===== src/rtl/quad_accumulator_pkg.sv =====
// Shared widths, FSM encoding and register bundle for the quad accumulator.
package quad_accumulator_pkg;

  localparam int unsigned C_W = 3;  // bit-count word width
  localparam int unsigned S_W = 5;  // sum width, holds 4*7 = 28
  localparam int unsigned K_W = 3;  // sample counter width, holds 0..4

  typedef enum logic [1:0] {
    WAIT_DAV = 2'd0,
    ACK_IN   = 2'd1,
    PUT_OUT  = 2'd2,
    REL_OUT  = 2'd3
  } state_t;

  // Registered datapath and handshake outputs.
  typedef struct packed {
    logic [S_W-1:0] acc;
    logic [K_W-1:0] k;
    logic [S_W-1:0] s;
    logic           rfd_in;
    logic           dav_out_;
  } regs_t;

  localparam regs_t REGS_RST = '{
    acc:      '0,
    k:        '0,
    s:        '0,
    rfd_in:   1'b1,
    dav_out_: 1'b1
  };

endpackage


===== src/rtl/quad_accumulator.sv =====
// Sums N_SAMPLES consecutive bit-count words between two four-phase
// handshakes (active-low dav / active-high rfd on both sides).
module quad_accumulator
  import quad_accumulator_pkg::*;
#(
  parameter int unsigned N_SAMPLES = 4
) (
  input  logic           clock,
  input  logic           reset,
  input  logic [C_W-1:0] c,
  input  logic           dav_in_,
  output logic           rfd_in,
  output logic [S_W-1:0] s,
  output logic           dav_out_,
  input  logic           rfd_out
);

  state_t state;
  state_t state_next;
  regs_t  regs;
  regs_t  regs_next;
  logic   last_sample;

  assign last_sample = (regs.k == K_W'(N_SAMPLES));

  // State register.
  always_ff @(posedge clock or posedge reset) begin
    if (reset) begin
      state <= WAIT_DAV;
    end else begin
      state <= state_next;
    end
  end

  // Next-state logic: each state waits for one edge of the partner handshake.
  always_comb begin
    state_next = state;
    case (state)
      WAIT_DAV: if (!dav_in_) state_next = ACK_IN;
      ACK_IN:   if (dav_in_)  state_next = last_sample ? PUT_OUT : WAIT_DAV;
      PUT_OUT:  if (!rfd_out) state_next = REL_OUT;
      REL_OUT:  if (rfd_out)  state_next = WAIT_DAV;
      default:  state_next = WAIT_DAV;
    endcase
  end

  // Output logic: next values of the registered datapath and handshake lines.
  always_comb begin
    regs_next = regs;
    case (state)
      WAIT_DAV: begin
        // c is captured only here, on the way into ACK_IN.
        if (!dav_in_) begin
          regs_next.acc    = regs.acc + S_W'(c);
          regs_next.k      = regs.k + K_W'(1);
          regs_next.rfd_in = 1'b0;
        end
      end
      ACK_IN: begin
        if (dav_in_) begin
          if (last_sample) begin
            // s and dav_out_ update on the same edge, so s is valid when dav_out_ falls.
            regs_next.s        = regs.acc;
            regs_next.dav_out_ = 1'b0;
          end else begin
            regs_next.rfd_in = 1'b1;
          end
        end
      end
      PUT_OUT: begin
        if (!rfd_out) regs_next.dav_out_ = 1'b1;
      end
      REL_OUT: begin
        if (rfd_out) begin
          regs_next.acc    = '0;
          regs_next.k      = '0;
          regs_next.rfd_in = 1'b1;
        end
      end
      default: regs_next = regs;
    endcase
  end

  // Datapath and output registers.
  always_ff @(posedge clock or posedge reset) begin
    if (reset) begin
      regs <= REGS_RST;
    end else begin
      regs <= regs_next;
    end
  end

  assign rfd_in   = regs.rfd_in;
  assign s        = regs.s;
  assign dav_out_ = regs.dav_out_;

endmodule


===== config.mk =====
export PLATFORM = sky130hd
export DESIGN_NAME = quad_accumulator
export DESIGN_NICKNAME = d
export VERILOG_FILES = /design/src/rtl/quad_accumulator_pkg.sv /design/src/rtl/quad_accumulator.sv
export SDC_FILE = /design/constraint.sdc
export NUM_CORES = 1
export LEC_CHECK = 0
export CORE_ASPECT_RATIO = 0.9
export CORE_MARGIN = 10
export CORE_UTILIZATION = 35
export CTS_CLUSTER_SIZE = 14
export DETAILED_ROUTE_END_ITERATION = 8
export MAX_ROUTING_LAYER = met4
export SYNTH_ARGS = -nofsm -noshare
export SYNTH_HDL_FRONTEND = slang
export SYNTH_SLANG_ARGS = --single-unit
export TNS_END_PERCENT = 100

===== constraint.sdc =====
create_clock -name clock -period 4.1 [get_ports clock]
set_input_delay 0.41 -clock clock [delete_from_list [all_inputs] [get_ports clock]]
set_output_delay 0.41 -clock clock [all_outputs]
set_load 0.1 [all_outputs]

==> results.md <==
* Final period util at 0.5796
* Vias per cell at 5.198
* Distinct cells, synth at 34
* Global-route wire length before repair at between 2 and 3 mm
* #FFs+latches synth at 17
* Final Critical Period at 2.376 ns
* Main synth FF type: dfrtp_1
* Top cells by count, synth: dfrtp_1, inv_1, buf_4, nand2_1
* Crit path DAT at 1.97 ns
* Initial antenna violation count at 0
* Clock transition at path regs at 0.10 ns
* Die height at approximately 70 um
* Starting DRT DRC Count at 38
* Final Core Density at 0.4291
* Drt drc at 0
* Vias in the first global route at about 650
* Longest Clk Path Bufs at 2
* Worst setup SP type: register
* Max frequency at 420.8 MHz
* Reg2reg start: regs[10]$_DFFE_PP0P_
* Worst-Skew Late Latency at 0.29 ns
* Slew Limit Fails at 0
* Hpwl dp at roughly 1.3 mm
* Synthesized cell area at 950.9 um^2
* Synth-to-layout area growth at 14.21%
* Drt wl/cell at 14.32 um
* Final Hold Fails at 0
* Placed insts at between 100 and 150
* Slew @ Worst Pin at between 0.9 and 1 ns
* PortBufs at 13
* Synth area leader: dfrtp_1
* Mapped Cells at 83
* Dpl cell area at 0.001060 mm^2
* Die X at 74.95 um
* Most frequent cell after synthesis: dfrtp_1
* Nets at about 110
* TritonRoute pass-1 iters at 2
* CTS H-tree lvls at 1
* Buf/Inv on CP at 1
* Crit path launch: dav_out_$_DFFE_PP1P_
* Worst Path Max Fanout at 2
* CTS Root Cell: clkbuf_4
* Status: completed
* Num ports at 14
* CTS Buf Count at 3
* Post-Route WL at 1.733 mm
* Crit path cell chain: clkdlybuf4s50_1
* DIE AREA at 0.005205 mm^2
* CP Class: reg2out
* Non-Filler Instances at ~120
* Slowest CP cell: clkdlybuf4s50_1
* Yosys warning count at 0
* Largest net degree at the start of global routing at 18
* TritonCTS clock tree: built
* Synth top area cells: dfrtp_1, mux2_4, ha_1
* Register area share after synthesis at 0.4500
* Share of synthesized registers carrying an async set or reset at 1.000
* CP delay by family, top: buffers and inverters
* Number of synthesized flops with an enable pin at 0
* Vias at 629
* Grt total ovfl at 0
* Ant. Diodes at 0
* Post-CTS resize count at 0
* Overall routing resource usage at 0.07489
* Final setup vio count at 0
* Starting density of the core at 0.3757
* CP endpoint kind: primary output
* Slew HR at 0.3509
* Post-route cell area at 0.001086 mm^2
* Syn_area_per_cell at 11.46 um^2
* Yosys top cell area share at 0.3947
* Clk sinks at 17
* Core area at 0.002531 mm^2
* Share of layout cells above drive strength 1 at 0.1828
* Hold-fix buffers at CTS at 0
* Antenna-violating nets left at 0
* Post-CTS Setup Bufs at 0
* Critical Path Max Stage Delay at 1.13 ns
* Data required time at the worst endpoint at 3.69 ns
* Hold WC Path Type: in2async
* Row cnt at 17
* GP Congestion at approximately 0.79
* Final setup TNS at 0 ns
* Maxcap violations at 0
* Layout Skew at roughly 0.0026 ns
* Synthesized Nets at 96
* RSZ-0062 raised after global routing: no
==> through the flow <==
stage | worst slack, ns | hold WS [ns]
2_1_floorplan | 2.615 | 0.3346
3_3_place_gp | 2.044 | 0.4917
3_5_place_dp | 2.007 | 0.4982
4_1_cts | 1.707 | 0.5263
5_1_grt | 1.676 | 0.5403
6_report | 1.724 | 0.4921
==> area by class of cell <==
type	count	area, um^2
multi-input combinational	51	436.7
clock buffer	4	26.28
fill	242	1445
timing repair buffer	13	130.1
tap	28	35.03
sequential	17	427.9
inverter	8	30.03
==> per-layer routing <==
layer  routed length [um]  vias to the layer above  track usage  share of wire
met5                    0                        -            -              0
met4                   45                        0      0.05000          0.026
met3                   52                        4      0.01427          0.030
met2                  906                        7       0.1219           0.52
met1                  729                      305      0.07877           0.42
li1                     -                      313            -              -
==> worst register-to-register path, delay by kind of cell, from the launching register on <==
family	cells	cell delay, ns
flops	1	0.39
simple gates	1	0.18
compound gates	2	0.25
fa+ha+maj	2	0.58
buf+inv	1	0.06
==> sequential cells by signal, indices dropped and copies added, names as in the netlist, named ones only <==
register	flops
dav_out_	1
state	1
s	5
regs	8
rfd_in	1
==> worst paths after layout <==
| path | end | slack (ns) | depth (start not counted) |
|---|---|---|---|
| max | dav_out_ | 1.72 | 1 |
| min | s[1]$_DFFE_PP0P_ | 0.49 | 2 |
| max reg2reg | regs[14]$_DFFE_PP0P_ | 2.52 | 6 |
| min reg2reg | s[3]$_DFFE_PP0P_ | 0.52 | 1 |
| min in group clock | s[3]$_DFFE_PP0P_ | 0.52 | 1 |
| max in group asynchronous | regs[9]$_DFFE_PP0P_ | 3.19 | 2 |
==> cells by family (layout without fill, tap and decap cells) <==
logic type               count (synthesis)  count (layout)  share of synthesized area
XOR/XNOR                                 1               1                   0.009212
multiplexers                             7               7                     0.1013
AO/OA/AOI/OAI                           20              20                     0.1658
adder cells (fa/ha/maj)                  6               6                    0.08684
buffers and inverters                   15              25                    0.09079
AND/OR/NAND/NOR                         17              17                    0.09604
flip-flops                              17              17                     0.4500
==> placed cells by master (no fill, tap or decap), drive strengths merged <==
master / n
a211o: 1
a211oi: 1
a21bo: 1
a21o: 1
a21oi: 3
a22o: 4
a31oi: 1
a41oi: 1
and3b: 1
and4: 1
clkbuf: 4
clkdlybuf4s50: 13
dfrtp: 15
dfstp: 2
fa: 1
ha: 5
inv: 8
mux2: 6
mux2i: 1
nand2: 6
nand3: 1
nor2: 4
nor2b: 2
nor3: 1
o2111ai: 1
o211a: 1
o211ai: 2
o21ai: 2
o21ba: 1
or2: 1
xnor2: 1
Power is left out: the tool's default activity adds up to more than one toggle a clock period on the data nets, which glitch-free logic cannot reach.
==> RTL change 1 (config.mk and constraints unchanged) <==
The 4 states of `state_t` get a one-hot encoding in 4 bits.
--- a/src/rtl/quad_accumulator_pkg.sv
+++ b/src/rtl/quad_accumulator_pkg.sv
@@ -5,11 +5,11 @@
   localparam int unsigned S_W = 5;  // sum width, holds 4*7 = 28
   localparam int unsigned K_W = 3;  // sample counter width, holds 0..4
 
-  typedef enum logic [1:0] {
-    WAIT_DAV = 2'd0,
-    ACK_IN   = 2'd1,
-    PUT_OUT  = 2'd2,
-    REL_OUT  = 2'd3
+  typedef enum logic [3:0] {
+    WAIT_DAV = 4'b0001,
+    ACK_IN   = 4'b0010,
+    PUT_OUT  = 4'b0100,
+    REL_OUT  = 4'b1000
   } state_t;
 
   // Registered datapath and handshake outputs.
Behaviour: same outputs for any inputs over 10 cycles, from zero or initial values and one cycle with reset high; not proved beyond that.
==> RTL change 1 against the unedited design <==
- synthesized area grew 14%
- synthesized cell count increased by 28%
- clock skew grew 2.7 ps
- setup slack lost 7.4 ps
- sequential cell count is 2 higher
- routed wire length is 17% higher
- design area is 12% higher
- critical path type unchanged
==> RTL change 1: results (changes against the unedited design) <==
| Metric | Value |
|---|---|
| Fillers | `305 (was 242)` |
| Syn nets | `119 (was 96)` |
| Routed wl met2 | `967 um (was 906 um)` |
| Hold Path Class | `reg2reg (was in2async)` |
| Critical hold path startpoint | `s[1]$_DFFE_PP0P_` |
| Vias per inst | `4.929 (was 5.198)` |
| Post-Synth XOR/XNOR Area | `2.433% (was 0.9211%)` |
| Iteration-0 DRC Markers | `30 (was 38)` |
| WHS | `494.8 ps (was 492.1 ps)` |
| Area of the multi-input gates | `508.0 sq um (was 436.7 sq um)` |
| Vias in the first global route | `741 (was 649)` |
| DP Area | `0.001192 sq mm (was 0.001060 sq mm)` |
| DP HPWL | `1.508 mm (was 1.338 mm)` |
| # nets final | `127 (was 107)` |
| R2R Setup Slk | `2330 ps (was 2520 ps)` |
| Gr usage total | `7.715% (was 7.489%)` |
| Worst Path Max Fanout | `2 (unchanged)` |
| Area share of fa/ha/maj cells after synthesis | `7.648% (was 8.684%)` |
| Max FFs per register | `8 (unchanged)` |
| DRT met1 WL | `917 um (was 729 um)` |
| Sequential share of the synthesized area | `44.38% (was 45.00%)` |
| Largest net degree at the start of global routing | `20 (was 18)` |
| Layout cells sized above 1 | `14.16% (was 18.28%)` |
| Clk pin slew, worst setup/hold paths | `110 ps` |
| Met3 routed WL | `127 um (was 52 um)` |
| Total Wirelength | `2.027 mm (was 1.733 mm)` |
| Reg2reg start | `regs[10]$_DFFE_PP0P_ (unchanged)` |
| Mux share of post-synthesis cell area | `4.171% (was 10.13%)` |
| Synth cell count leaders | `dfrtp_1, nand2_1, a21oi_1, o21ai_0 (was dfrtp_1, inv_1, buf_4, nand2_1)` |
| R2r endpoint | `regs[14]$_DFFE_PP0P_ (unchanged)` |
| Met1 usage | `8.286% (was 7.877%)` |
| M3 GR Usage | `3.941% (was 1.427%)` |
| Yosys warns | `0 (unchanged)` |
| Initial antenna violation count | `0 (unchanged)` |
| Reg2Reg Depth | `7 (was 6)` |
| Pre-antenna DRT Iters | `4 (was 2)` |
| Worst setup path end | `rfd_in (was dav_out_)` |
| Slew @ Worst Pin | `971.4 ps (was 970.6 ps)` |
| Worst Setup SP | `rfd_in$_DFFE_PP1P_ (was dav_out_$_DFFE_PP1P_)` |
| First-pass GRT wire length | `3.408 mm (was 2.994 mm)` |
| Status | `finished clean (unchanged)` |
| Compound-Gate Fraction of Synth Area | `12.40% (was 16.58%)` |
| Top post-synthesis cells by area | `dfrtp_1, dfstp_2, ha_1 (was dfrtp_1, mux2_4, ha_1)` |
| Unique cell type count in the Yosys netlist | `38 (was 34)` |
| Final Wtd Congestion | `0.7992 (was 0.7897)` |
| Met2 GRT Util | `12.23% (was 12.19%)` |
| Clock skew | `5.321 ps (was 2.579 ps)` |
## RTL change 1: cell count changes in the layout (fill, tap and decap cells not counted), sizes merged, moves of 2 or more
cell,before,now
nand2,6,14
nor3b,0,2
a22o,4,1
a21oi,3,7
o21ai,2,8
inv,8,6
nor4,0,2
nand3b,0,3
or3,0,2
mux2,6,4
## RTL change 1: where the power goes
group | total (mW) | internal (mW) | switching [mW]
logic | 0.409 | 0.143 | 0.266
registers | 0.331 | 0.264 | 0.0669
clock network | 0.0966 | 0.0363 | 0.0602
## RTL change 1: per-stage QoR
stage	worst slack (ps)	std cells	util [%]
floorplan	2420	106	-
global placement	1897	151	39.49
detailed placement	1842	151	39.49
CTS	1694	155	40.41
global route	1647	155	40.41
finish	1716	155	40.41
## RTL change 1: cell type report
cell class	count	share of cell area, %
multi-input cells	71	41.64
flip-flops and latches	19	39.28
repair buffers	13	10.67
well taps	42	4.308
clock buffers	3	1.846
inverters	6	1.846
clock inverters	1	0.4103
==> RTL change 2 (config.mk and constraints unchanged) <==
Without the edit above. Change the package constant `K_W` from 3 to 4.
--- a/src/rtl/quad_accumulator_pkg.sv
+++ b/src/rtl/quad_accumulator_pkg.sv
@@ -3,7 +3,7 @@
 
   localparam int unsigned C_W = 3;  // bit-count word width
   localparam int unsigned S_W = 5;  // sum width, holds 4*7 = 28
-  localparam int unsigned K_W = 3;  // sample counter width, holds 0..4
+  localparam int unsigned K_W = 4;  // sample counter width, holds 0..4
 
   typedef enum logic [1:0] {
     WAIT_DAV = 2'd0,
Function: no difference found for any inputs over 10 cycles, from zero or initial values and one cycle with reset high; that may be too few to reach the edited logic, so the function may still have changed.
==> RTL change 2 against the unedited design <==
- sequential cell count is 1 higher
- routed wire length up 0.58%
- via count increased by 3.2%
- design area down 0.23%
- setup slack lost 9.0 ps
- synthesized area rose by 0.92%
- non-clock buffer count did not move
Power is not shown: default switching activity piles up to over one toggle a cycle in this logic, so the estimate is an artifact.
==> RTL change 2: results (changes against the unedited design) <==
| Metric | Value |
|---|---|
| Fillers | `254 (was 242)` |
| DP HPWL | `1.309 mm (was 1.338 mm)` |
| Status | `finished clean (unchanged)` |
| Vias in the first global route | `684 (was 649)` |
| Final Wtd Congestion | `0.8165 (was 0.7897)` |
| Buffering overhead | `12.01% (was 11.98%)` |
| Sequential share of the synthesized area | `47.20% (was 45.00%)` |
| Top post-synthesis cells by area | `dfrtp_1, ha_1, mux2_2 (was dfrtp_1, mux2_4, ha_1)` |
| Num Clock Sinks | `18 (was 17)` |
| Largest net degree at the start of global routing | `19 (was 18)` |
| Portion of the layout cell area used by clock cells | `2.425% (was 2.419%)` |
| # nets final | `113 (was 107)` |
| #MultiIn Comb | `56 (was 51)` |
| Met1 usage | `9.646% (was 7.877%)` |
| Sequential portion of the cell area | `41.80% (was 39.40%)` |
| Layout cells sized above 1 | `13.13% (was 18.28%)` |
| Synth cell count leaders | `dfrtp_1, inv_1, buf_4 (was dfrtp_1, inv_1, buf_4, nand2_1)` |
| WL/cell | `13.72 um (was 14.32 um)` |
| Hold Path Class | `reg2reg (was in2async)` |
| Met2 GRT Util | `10.49% (was 12.19%)` |
| Gr usage total | `7.715% (was 7.489%)` |
| DP Worst Slack | `2015 ps (was 2007 ps)` |
| Slew HR | `35.05% (was 35.09%)` |
| Syn avg cell area | `10.66 sq um (was 11.46 sq um)` |
| First-pass GRT wire length | `3.167 mm (was 2.994 mm)` |
| Ys flop type | `dfrtp_1 (unchanged)` |
| PortBufs | `13 (unchanged)` |
| Clk pin slew, worst setup/hold paths | `100 ps (about the same)` |
| Max FFs per register | `9 (was 8)` |
| Syn Std Cell Area | `959.7 sq um (was 950.9 sq um)` |
| Clock skew | `4.628 ps (was 2.579 ps)` |
| DP Area | `0.001057 sq mm (was 0.001060 sq mm)` |
| Setup Buffers After CTS | `0 (unchanged)` |
| Vias per inst | `5.110 (was 5.198)` |
| Dpl cells | `123 (was 117)` |
| Multi-input combinational area share | `37.76% (was 40.21%)` |
| Worst Path Max Fanout | `3 (was 2)` |
| Via count | `649 (was 629)` |
| Iteration-0 DRC Markers | `53 (was 38)` |
| M3 GR Usage | `4.708% (was 1.427%)` |
| Unique cell type count in the Yosys netlist | `29 (was 34)` |
==> RTL change 2: cell count changes in the layout (fill, tap and decap cells not counted), moves of 2 or more <==
cell      unedited run  this run
mux2_2               1         5
o22ai_1              0         2
o21ai_0              1         5
nand3_1              1         5
a22o_1               4         2
nand3b_1             0         2
mux2_4               5         0
a21oi_1              3         5
nand2_1              6         4
or3_1                0         2
==> RTL change 2: per-layer routing <==
metal | up-vias | part of all wire, %
li1 | 321 | -
met1 | 310 | 46
met2 | 16 | 43
met3 | 2 | 10
met4 | 0 | 0.23
met5 | - | 0
==> RTL change 2: worst paths after layout <==
check                                     start                   end  slack, ps  cells after the start
setup reg to reg            regs[7]$_DFFE_PP0P_      s[0]$_DFFE_PP0P_       2410                      5
min in group asynchronous                 reset  regs[15]$_DFFE_PP0P_        500                      2
hold / removal             regs[15]$_DFFE_PP0P_  regs[15]$_DFFE_PP0P_        490                      1
hold reg to reg            regs[15]$_DFFE_PP0P_  regs[15]$_DFFE_PP0P_        490                      1
max in group asynchronous                 reset             async pin       3160                      2
setup / recovery             rfd_in$_DFFE_PP1P_                rfd_in       1710                      1
==> RTL change 2: kinds of logic (layout without fill, tap and decap cells) <==
kind of cell	Yosys count	after routing	synth area share (%)
fa+ha+maj	6	6	8.605
flops	18	18	47.20
mux	7	7	7.953
compound gates	17	17	10.82
xor+xnor	1	1	0.9128
simple gates	25	25	14.34
buf+inv	16	25	10.17
==> RTL change 2: per-stage QoR <==
step | hold WS, ps | util (%)
finish | 488.9 | 42.81
floorplan | 347.1 | -
CTS | 489.0 | 42.81
global route | 513.4 | 42.81
detailed placement | 471.3 | 41.77
global placement | 460.6 | 41.77
